<file path="config.mk">
export PLATFORM = sky130hd
export DESIGN_NAME = bus8_rr_arbiter
export DESIGN_NICKNAME = d
export VERILOG_FILES = /design/src/rtl/bus8_rr_arbiter.sv
export SDC_FILE = /design/constraint.sdc
export NUM_CORES = 1
export LEC_CHECK = 0
export BUFFER_PORTS_ARGS = -buffer_cell sky130_fd_sc_hd__buf_2
export CORE_ASPECT_RATIO = 1.75
export CORE_MARGIN = 8
export CORE_UTILIZATION = 49
export CTS_BUF_LIST = sky130_fd_sc_hd__clkbuf_16
export DETAILED_ROUTE_END_ITERATION = 16
export GPL_ROUTABILITY_DRIVEN = 0
export HOLD_SLACK_MARGIN = 0.08
export PLACE_DENSITY = 0.87
export RECOVER_POWER = 100
export SETUP_SLACK_MARGIN = 0.1
export SLEW_MARGIN = 25
export SYNTH_ARGS = -nofsm -noshare
export SYNTH_HDL_FRONTEND = slang
export SYNTH_SLANG_ARGS = --single-unit
</file>
<file path="constraint.sdc">
create_clock -name CLK -period 3.4 [get_ports CLK]
set_clock_uncertainty 0.15 [all_clocks]
set_input_delay 0.17 -clock CLK [delete_from_list [all_inputs] [get_ports CLK]]
set_output_delay 0.17 -clock CLK [all_outputs]
set_load 0.02 [all_outputs]
</file>
<file path="src/rtl/bus8_rr_arbiter.sv">
// Round-robin arbiter and byte sequencer for the shared 8-bit DLX bus.
// Grants one of four requesters per burst and registers its byte onto the bus.
module bus8_rr_arbiter #(
    parameter int MAX_BURST = 8
) (
    input  logic        CLK,
    input  logic        RESET,
    input  logic [3:0]  REQ,
    input  logic [31:0] DIN,
    output logic [3:0]  GNT,
    output logic [1:0]  OWNER,
    output logic        BUSY,
    output logic [7:0]  BUS_O,
    output logic        BUS_VALID
);

    localparam logic [3:0] LAST = 4'(MAX_BURST - 1);

    typedef enum logic {
        IDLE = 1'b0,
        OWN  = 1'b1
    } state_t;

    state_t      state_q, state_d;
    logic [1:0]  ptr_q, ptr_d;
    logic [3:0]  cnt_q, cnt_d;
    logic [3:0]  gnt_q, gnt_d;
    logic [1:0]  owner_q, owner_d;
    logic [7:0]  bus_q, bus_d;
    logic        valid_q, valid_d;

    logic [1:0]  pick;
    logic [1:0]  idx;
    logic        found;
    logic [7:0]  own_byte;

    // First requester at or after the priority pointer, wrapping mod 4.
    always_comb begin
        pick  = ptr_q;
        idx   = ptr_q;
        found = 1'b0;
        for (int k = 0; k < 4; k++) begin
            idx = ptr_q + 2'(k);
            if (!found && REQ[idx]) begin
                pick  = idx;
                found = 1'b1;
            end
        end
    end

    assign own_byte = DIN[{owner_q, 3'b000} +: 8];

    always_comb begin
        state_d = state_q;
        ptr_d   = ptr_q;
        cnt_d   = cnt_q;
        gnt_d   = gnt_q;
        owner_d = owner_q;
        bus_d   = bus_q;
        valid_d = 1'b0;
        unique case (state_q)
            IDLE: begin
                gnt_d = 4'b0000;
                if (|REQ) begin
                    gnt_d   = 4'b0001 << pick;
                    owner_d = pick;
                    cnt_d   = 4'd0;
                    state_d = OWN;
                end
            end
            OWN: begin
                if (REQ[owner_q]) begin
                    bus_d   = own_byte;
                    valid_d = 1'b1;
                    cnt_d   = cnt_q + 4'd1;
                    // Last beat still captures data before handing back.
                    if (cnt_q == LAST) begin
                        gnt_d   = 4'b0000;
                        ptr_d   = owner_q + 2'd1;
                        cnt_d   = 4'd0;
                        state_d = IDLE;
                    end
                end else begin
                    gnt_d   = 4'b0000;
                    ptr_d   = owner_q + 2'd1;
                    cnt_d   = 4'd0;
                    state_d = IDLE;
                end
            end
            default: state_d = IDLE;
        endcase
    end

    always_ff @(posedge CLK or posedge RESET) begin
        if (RESET) begin
            state_q <= IDLE;
            ptr_q   <= 2'd0;
            cnt_q   <= 4'd0;
            gnt_q   <= 4'b0000;
            owner_q <= 2'd0;
            bus_q   <= 8'h00;
            valid_q <= 1'b0;
        end else begin
            state_q <= state_d;
            ptr_q   <= ptr_d;
            cnt_q   <= cnt_d;
            gnt_q   <= gnt_d;
            owner_q <= owner_d;
            bus_q   <= bus_d;
            valid_q <= valid_d;
        end
    end

    assign GNT       = gnt_q;
    assign OWNER     = owner_q;
    assign BUSY      = (state_q == OWN);
    assign BUS_O     = bus_q;
    assign BUS_VALID = valid_q;

endmodule
</file>
==> run_results.csv <==
group,metric,value,unit
die,core.rowCount,23,
global_routing,grt_max_degree,23,
logic_synthesis,syn_avg_cell_area,12.8,um2
pwr,internal-power,0.000847,W
drt,dr_total_vias,1019,
status,outcome,"complete, no violations",
global_routing,met3_usage,3.11,%
pwr,seqPwrFrac,37.1,%
critical_path,start_kind,"flip-flop",
pwr,switchingPower,0.000560,W
hold_path,hold_class,"input port to flip-flop",
logic_synthesis,synthArstFlopShare,100,%
logic_synthesis,ys_ff_latch,22,
cells_and_area,multiInputGateArea,607,um2
pwr,ir_worst_vdd,0.546,mV
global_routing,top_usage_layer,"met2",
sta,hold_ws,0.211,ns
logic_synthesis,ys_top_cells_by_area,"dfrtp_1 46%, mux4_2 17%, mux2_2 11%",
cells_and_area,antenna_cells,0,
sta,finalCriticalPeriod,2.33,ns
global_routing,use_met1,16.1,%
logic_synthesis,yosys-top-cells-count,"22 x dfrtp_1, 12 x mux2_2, 9 x mux4_2",
cells_and_area,syn_to_final_growth,28.4,%
clocking,numCtsBuffers,3,
die,die_w,53.3,um
sta,setup_violations,0,
clocking,clockBufferDepth,2,
global_routing,grt_pass1_wl,4.93,mm
drt,drt_iter0_drc,21,
logic_synthesis,synth_ff_type,"dfrtp_1",
die,core_area,2300,um2
global_routing,grt.total_usage,14.8,%
run,maxCapViolCount,0,
pwr,p_leak,0.703,nW
logic_synthesis,synth-edff-count,0,
die,start_util,51.9,%
logic_synthesis,synth_top_cell_by_area,"dfrtp_1",
pwr,netSwitchingFraction,39.8,%
sta,rsz0062_at_grt,"false",
critical_path,end_kind,"flip-flop",
clocking,cts-root-buf,"clkbuf_16",
drt,wl,3.08,mm
logic_synthesis,syn_nets,132,
hold_path,min_from,"DIN[17]",
cells_and_area,area.sequential,551,um2
clocking,htreeDepth,1,
global_routing,met2_usage,27.0,%
sta,maxSlewHeadroom,44.7,%
sta,hold_viol,0,
sta,tns,0,ns
sta,fin_crit_sh,68.7,%
cells_and_area,fin_nets,188,
placed_design,place_area,1470,um2
sta,worstMarginPinSlew,0.828,ns
drt,antenna_left,0,
logic_synthesis,ys_seq_area_share,46.1,%
clocking,postCtsResizedCells,0,
clocking,tritoncts,"built",
sta,fmax,428,MHz
logic_synthesis,syn_area,1190,um2
placed_design,numPortBuffers,53,
die,die_y,81.3,um
logic_synthesis,yosysMostFrequentCell,"dfrtp_1",
pwr,total_power,0.00141,W
global_routing,antenna_found_initial,0,
global_routing,grt_overflow,0,
logic_synthesis,ys_warn_count,0,
pwr,power_frac_comb,45.9,%
clocking,clk_latency,0.25,ns
pwr,clkPwrFrac,17.0,%
critical_path,reg2reg_from,"OWNER[0]",
sta,drv_slew,0,
clocking,clk_pin_slew,0.05,ns
placed_design,dp_hpwl,2.42,mm
drt,drc,0,
clocking,clock-sinks,22,
drt,post_drt_wl_per_cell,17.9,um
critical_path,path_class,"flip-flop to flip-flop",
drt,dr.pass1.iters,4,
die,die-area,4340,um2
critical_path,cp.required,3.38,ns
critical_path,worstPathMaxFanout,12,
pwr,p_per_area,917,nW/um2
cells_and_area,nFillCells,194,
drt,vias_per_cell,5.92,
cells_and_area,final_layout_size_suffix_gt1_share,41.5,%
logic_synthesis,synth_top_area_share,46.1,%
logic_synthesis,synthCells,93,
cells_and_area,stdcell_area,1530,um2
critical_path,critPathLaunch,"OWNER[0]",
die,pin_count,54,
logic_synthesis,synth_cell_types,28,
global_routing,grt_pass1_vias,1121,
critical_path,arrival,2.31,ns
worst max-delay path, cell delays in order, from the launching register on:
cell	delay, ns
dfrtp_1	0.73
mux4_2	0.62
nand2_1	0.33
mux2_1	0.38
kinds of logic after synthesis:
group	count (synthesis)	share of synthesized area, %
flip-flops	22	46.1
adder cells (fa/ha/maj)	1	1.05
XOR/XNOR	1	0.733
AND/OR/NAND/NOR	25	11.5
AO/OA/AOI/OAI	15	8.59
buffers and inverters	7	2.93
multiplexers	22	29.1
path summary, 6_finish.rpt:
kind | end | slack [ns] | cells after the start
worst max-delay path | BUS_O[5] | 1.07 | 3
worst max register to register | BUS_O[5] | 1.07 | 3
min in group asynchronous | BUS_O[0] | 0.48 | 3
worst min register to register | GNT[0] | 0.33 | 2
worst min-delay path | BUS_O[1] | 0.21 | 3
max in group asynchronous | cnt_q[0] | 2.11 | 3
layout make-up:
class	count	share of cell area, %
Clock buffer	3	4.89
Sequential cell	22	35.9
Multi-Input combinational cell	64	39.6
Inverter	4	0.979
Timing Repair Buffer	54	16.6
Tap cell	25	2.04
cells in the final DEF, fill, tap and decap left out:
cell	n
o31ai_1	3
xor2_1	1
mux2i_1	1
clkbuf_1	16
o21ai_0	5
inv_1	4
nand4_1	2
mux2_2	10
nand3_1	2
nor2b_1	5
nor4_1	1
a21oi_1	2
buf_2	37
dlygate4sd3_1	1
dfrtp_1	22
and3_1	3
mux4_2	9
nand2b_1	1
or2_2	2
a32o_1	2
mux2_1	2
nand2_1	6
a22o_1	1
nand3b_1	1
nor2_1	2
a211o_1	1
ha_1	1
o21bai_1	1
clkbuf_16	3
metal layers:
layer | up-vias | wire [um]
met5 | - | 0
li1 | 462 | -
met3 | 6 | 117
met4 | 0 | 51
met2 | 36 | 1780
met1 | 515 | 1130
repair_timing:
action | 4_1_cts | 5_1_grt
hold endpoints to repair | 22 | 0
hold buffers | 1 | 0
buffers inserted | 0 | 0
power groups by stage:
| stage | registers (W) | clock network [W] | logic (W) |
|---|---|---|---|
| after floorplan | 0.000577 | 0 | 0.000433 |
| after global placement | 0.000509 | 0 | 0.000657 |
| after detailed placement | 0.000524 | 0 | 0.000680 |
| after CTS | 0.000521 | 0.000241 | 0.000692 |
| after global routing | 0.000547 | 0.000252 | 0.000703 |
| final | 0.000522 | 0.000239 | 0.000646 |
through the flow:
step / utilization [%] / instances / setup slack (ns)
floorplan: - / 93 / 1.54
global placement: 63.9 / 168 / 1.23
detailed placement: 63.9 / 168 / 1.17
CTS: 67.6 / 172 / 1.14
global route: 66.6 / 172 / 0.877
finish: 66.6 / 172 / 1.07
flip-flops by register name, summed over array words and instances (netlist names):
register   cells
OWNER          2
cnt_q          4
BUSY           1
BUS_O          8
GNT            4
ptr_q          2
BUS_VALID      1
Note: power is estimated with default switching activity, not from simulation.
